<file path="src/rtl/bus_arbiter.sv">
// Two-master round-robin Wishbone arbiter with per-cycle bus lock.
// Optional slave watchdog enabled by defining BUS_TIMEOUT_EN.
module bus_arbiter #(
    parameter int DATA_WIDTH     = 32,
    parameter int ADDR_WIDTH     = 32,
    parameter int TIMEOUT_CYCLES = 1024
) (
    input  logic                  clk,
    input  logic                  rst_n,
    input  logic                  m0_cyc_i,
    input  logic                  m0_stb_i,
    input  logic                  m0_we_i,
    input  logic [ADDR_WIDTH-1:0] m0_addr_i,
    input  logic [DATA_WIDTH-1:0] m0_data_i,
    output logic [DATA_WIDTH-1:0] m0_data_o,
    output logic                  m0_ack_o,
    input  logic                  m1_cyc_i,
    input  logic                  m1_stb_i,
    input  logic                  m1_we_i,
    input  logic [ADDR_WIDTH-1:0] m1_addr_i,
    input  logic [DATA_WIDTH-1:0] m1_data_i,
    output logic [DATA_WIDTH-1:0] m1_data_o,
    output logic                  m1_ack_o,
    output logic                  s_cyc_o,
    output logic                  s_stb_o,
    output logic                  s_we_o,
    output logic [ADDR_WIDTH-1:0] s_addr_o,
    output logic [DATA_WIDTH-1:0] s_data_o,
    input  logic [DATA_WIDTH-1:0] s_data_i,
    input  logic                  s_ack_i,
    output logic [1:0]            grant_o,
    output logic                  timeout_o
);

    localparam logic [1:0] IDLE   = 2'b00;
    localparam logic [1:0] GRANT0 = 2'b01;
    localparam logic [1:0] GRANT1 = 2'b10;

    localparam logic [DATA_WIDTH-1:0] TO_DATA = DATA_WIDTH'(32'hDEAD_BEEF);

    logic [1:0] state_q, state_d;
    // last_q: 0 = master 0 won last, 1 = master 1 won last
    logic       last_q, last_d;
    logic       rearb;
    logic       to_hit;
    logic       mux_cyc, mux_stb;

    assign rearb = (state_q == IDLE)
                || (state_q == GRANT0 && !m0_cyc_i)
                || (state_q == GRANT1 && !m1_cyc_i);

    always_comb begin
        state_d = state_q;
        last_d  = last_q;
        if (rearb) begin
            if (m0_cyc_i && m1_cyc_i) begin
                state_d = last_q ? GRANT0 : GRANT1;
                last_d  = ~last_q;
            end else if (m0_cyc_i) begin
                state_d = GRANT0;
                last_d  = 1'b0;
            end else if (m1_cyc_i) begin
                state_d = GRANT1;
                last_d  = 1'b1;
            end else begin
                state_d = IDLE;
            end
        end
    end

    always_ff @(posedge clk or negedge rst_n) begin
        if (!rst_n) begin
            state_q <= IDLE;
            last_q  <= 1'b1;
        end else begin
            state_q <= state_d;
            last_q  <= last_d;
        end
    end

    assign grant_o = state_q;

    always_comb begin
        mux_cyc  = 1'b0;
        mux_stb  = 1'b0;
        s_we_o   = 1'b0;
        s_addr_o = '0;
        s_data_o = '0;
        case (state_q)
            GRANT0: begin
                mux_cyc  = m0_cyc_i;
                mux_stb  = m0_stb_i;
                s_we_o   = m0_we_i;
                s_addr_o = m0_addr_i;
                s_data_o = m0_data_i;
            end
            GRANT1: begin
                mux_cyc  = m1_cyc_i;
                mux_stb  = m1_stb_i;
                s_we_o   = m1_we_i;
                s_addr_o = m1_addr_i;
                s_data_o = m1_data_i;
            end
            default: ;
        endcase
    end

    // A watchdog expiry pulls the strobe and fakes the slave's ack.
    assign s_cyc_o = mux_cyc & ~to_hit;
    assign s_stb_o = mux_stb & ~to_hit;

    assign m0_ack_o  = (state_q == GRANT0) & (s_ack_i | to_hit);
    assign m1_ack_o  = (state_q == GRANT1) & (s_ack_i | to_hit);
    assign m0_data_o = (state_q != GRANT0) ? '0 : (to_hit ? TO_DATA : s_data_i);
    assign m1_data_o = (state_q != GRANT1) ? '0 : (to_hit ? TO_DATA : s_data_i);

`ifdef BUS_TIMEOUT_EN
    localparam logic [15:0] TO_LIM = 16'(TIMEOUT_CYCLES);

    logic [15:0] wd_q;
    logic        to_flag_q;

    assign to_hit    = (state_q != IDLE) && (wd_q == TO_LIM);
    assign timeout_o = to_flag_q | to_hit;

    always_ff @(posedge clk or negedge rst_n) begin
        if (!rst_n) begin
            wd_q      <= '0;
            to_flag_q <= 1'b0;
        end else begin
            if (to_hit)
                to_flag_q <= 1'b1;
            if (state_q == IDLE || state_d != state_q || s_ack_i || to_hit)
                wd_q <= '0;
            else if (s_stb_o)
                wd_q <= wd_q + 16'd1;
        end
    end
`else
    assign to_hit    = 1'b0;
    assign timeout_o = 1'b0;
`endif

endmodule

</file>
<file path="config.mk">
export PLATFORM = sky130hd
export DESIGN_NAME = bus_arbiter
export DESIGN_NICKNAME = d
export VERILOG_FILES = /design/src/rtl/bus_arbiter.sv
export SDC_FILE = /design/constraint.sdc
export NUM_CORES = 1
export LEC_CHECK = 0
export ABC_AREA = 0
export CAP_MARGIN = 20
export CORE_AREA = 2 2 120 122
export DETAILED_ROUTE_END_ITERATION = 8
export DIE_AREA = 0 0 122 124
export PLACE_DENSITY_LB_ADDON = 0.12
export SYNTH_ARGS = -nofsm -noshare
export SYNTH_HDL_FRONTEND = slang
export SYNTH_SLANG_ARGS = --single-unit
export TNS_END_PERCENT = 10
</file>
<file path="constraint.sdc">
create_clock -name clk -period 1.6 [get_ports clk]
set_input_delay 0.4 -clock clk [delete_from_list [all_inputs] [get_ports clk]]
set_output_delay 0.4 -clock clk [all_outputs]
set_load 0.005 [all_outputs]
</file>
==> results.json <==
{
  "outcome": "complete, but fails checks",
  "violations": "negative setup slack",
  "critical_path.startpoint": "grant_o[0]",
  "hold_buffers": 0,
  "hold_viol": 0,
  "final_nets": 748,
  "switching_share": 0.4021,
  "clock_skew_ns": 0.0003835,
  "grt_setup_unrepaired": "yes",
  "dr.pass1.iters": 4,
  "rows": 43,
  "dieArea_sq_mm": 0.01513,
  "ys_seq_area_frac": 0.04489,
  "yosysUniqueCellTypes": 23,
  "maxCapViolCount": 0,
  "grt_overflow": 0,
  "numPortBuffers": 303,
  "final.setup.worst_slack_ns": -0.4769,
  "setup_viol": 133,
  "ys_seq_elements": 3,
  "grt_antenna_before_repair": 0,
  "grt_pass1_vias": 3095,
  "via_per_inst": 4.140,
  "layout.cells.non_filler": 755,
  "cp.required_ns": 1.20,
  "grt_max_degree": 34,
  "grt_pass1_wl_um": 17840,
  "dpl_cell_area_sq_mm": 0.005026,
  "clk_latency_ns": 0.23,
  "ctsRootBufferMaster": "clkbuf_16",
  "drt-wirelength-per-cell_um": 17.47,
  "p_int_w": 0.005318,
  "cts-htree-levels": 1,
  "synthTopCellsByArea": "a22oi_1, nor2b_1, and2_1",
  "io-pin-count": 305,
  "layout-drive-gt1-share": 0.4365,
  "yosys_warnings": 0,
  "dp.cells": 721,
  "cts_tree": "done",
  "place_congestion": 0.8147,
  "hp-class": "primary input to asynchronous set/reset pin",
  "core_area_sq_mm": 0.01372,
  "cts_buffer_depth": 2,
  "worstPathMaxFanout": 7,
  "setup-tns-final_ns": -48.56,
  "post-route-util": 0.4047,
  "clk_pin_slew_ns": 0.03,
  "numCtsBuffers": 3,
  "synth_top_area_share": 0.2958,
  "max_freq_mhz": 481.5,
  "worstSetupPathType": "flip-flop to output port",
  "vdd_drop_max_mv": 0.6966,
  "cp.arrival_ns": 1.68,
  "period_minus_slack_ns": 2.077,
  "die_w_um": 122,
  "yosys.area.top_type": "a22oi_1",
  "synth_nets": 428,
  "switchingPower_w": 0.003577,
  "drtIter0Drc": 54,
  "grt_use_total": 0.1530,
  "vias": 3126,
  "final_max_slew_viol_count": 0,
  "endpoint_kind": "output port",
  "initial_core_util": 0.1239,
  "leakagePower_nw": 2.305,
  "finalCritPeriodShare": 1.298,
  "r2r-start": "grant_o[1]",
  "ant_nets": 0,
  "pwr-share-comb": 0.936,
  "clock-sinks": 3,
  "syn-cell-area_sq_mm": 0.001700,
  "fin_area_sq_mm": 0.005553,
  "synthCells": 256,
  "dieHeight_um": 124,
  "routed_wl_um": 13190,
  "p_per_area_mw_per_mm2": 1602,
  "hpwl_um": 8767,
  "clkPwrFrac": 0.046,
  "cp-start-kind": "flip-flop",
  "syn_to_final_growth_pct": 226.6,
  "pwr-share-seq": 0.018,
  "avgSynthCellArea_sq_um": 6.642,
  "drc": 0,
  "whs_ns": 0.3698,
  "n_antenna_cell": 0
}
[metal layers]
layer,vias up,global-route usage,part of all wire
met5,-,0,0
met4,0,0.01293,0.0049
met3,8,0.03022,0.072
met2,139,0.3104,0.55
met1,1449,0.1685,0.38
li1,1530,-,-
[cell type report]
class / count / area (sq um)
clock buffer: 4 / 78.83
fill: 1420 / 8167
inverter: 4 / 20.02
multi-input combinational: 219 / 1821
sequential: 3 / 76.32
tap: 180 / 225.2
timing repair buffer: 345 / 3332
[cells by family (layout without fill, tap and decap cells)]
kind of cell    count (synthesis)  in the layout  share of synthesized area
other cells                     1              1                   0.002205
flops                           3              3                    0.04489
buf+inv                        34            353                    0.08829
compound gates                 74             74                     0.3260
fa+ha+maj                       3              3                    0.02208
simple gates                  140            140                     0.5114
xor+xnor                        1              1                   0.005152
[synth_stat cells (all sizes together)]
| cell type | number |
|---|---|
| a32o | 1 |
| and2 | 66 |
| o21bai | 1 |
| a221o | 1 |
| nor2b | 68 |
| o221ai | 1 |
| inv | 4 |
| xor2 | 1 |
| nand2b | 1 |
| dfrtp | 2 |
| ha | 3 |
| nand2 | 1 |
| a21oi | 2 |
| buf | 12 |
| nand3 | 1 |
| a22oi | 67 |
| and3b | 1 |
| o21ai | 1 |
| clkbuf | 18 |
| dfstp | 1 |
| conb | 1 |
| nor2 | 2 |
[through the flow]
stage / setup WS (ns) / power (W)
final: -0.4769 / 0.008895
after global routing: -0.5620 / 0.009559
after CTS: -0.5552 / 0.008930
after detailed placement: -0.5628 / 0.006977
after global placement: -0.5344 / 0.006988
after floorplan: -0.01852 / 0.003162
[placed cells by master (no fill, tap or decap), types with 2 or more instances in the layout]
master and count:
bufbuf_16 2, nor2b_1 66, buf_12 13, ha_4 3, a22oi_1 13, clkbuf_2 25, nor2b_2 2, buf_2 75
buf_4 11, a22oi_2 54, clkdlybuf4s15_1 3, dfrtp_1 2, clkdlybuf4s50_1 168, inv_1 2, and2_4 12, buf_16 9
and2_1 54, nor2_1 2, buf_6 16, clkbuf_16 5, clkdlybuf4s15_2 20
[critical path, stage by stage (launching register included)]
cell and delay, ns:
dfrtp_1 0.39, buf_6 0.13, ha_4 0.18, buf_12 0.13
buf_12 0.13, buf_16 0.14, a22oi_2 0.15, nor2b_1 0.06
buf_2 0.12
[flip-flops by register name, indices dropped and copies added (netlist names)]
register	flops
grant_o	2
last_q	1
[power groups by stage]
stage          combinational [W]  sequential [W]  clock, W
6_report                 0.00832        0.000164  0.000409
4_1_cts                  0.00835        0.000163  0.000413
5_1_grt                  0.00897        0.000169  0.000420
3_5_place_dp             0.00682        0.000154         0
3_3_place_gp             0.00684        0.000151         0
2_1_floorplan            0.00300        0.000161         0
[final timing paths]
check                               to  slack (ns)  depth (start not counted)
max                        s_addr_o[8]       -0.48                          8
min                         grant_o[1]        0.37                          1
max reg2reg                 grant_o[1]        0.07                          7
min reg2reg                 grant_o[1]        0.64                          2
max in group asynchronous       last_q        1.00                          1
min in group clk            grant_o[1]        0.64                          2
[what timing repair did]
action / CTS / global route
endpoints found under the setup margin: 135 / 135
cloned: 12 / 2
pin swaps: 15 / 7
gates resized for setup: 504 / 81
setup buffers: 16 / 2
(Power assumes the default switching activity.)
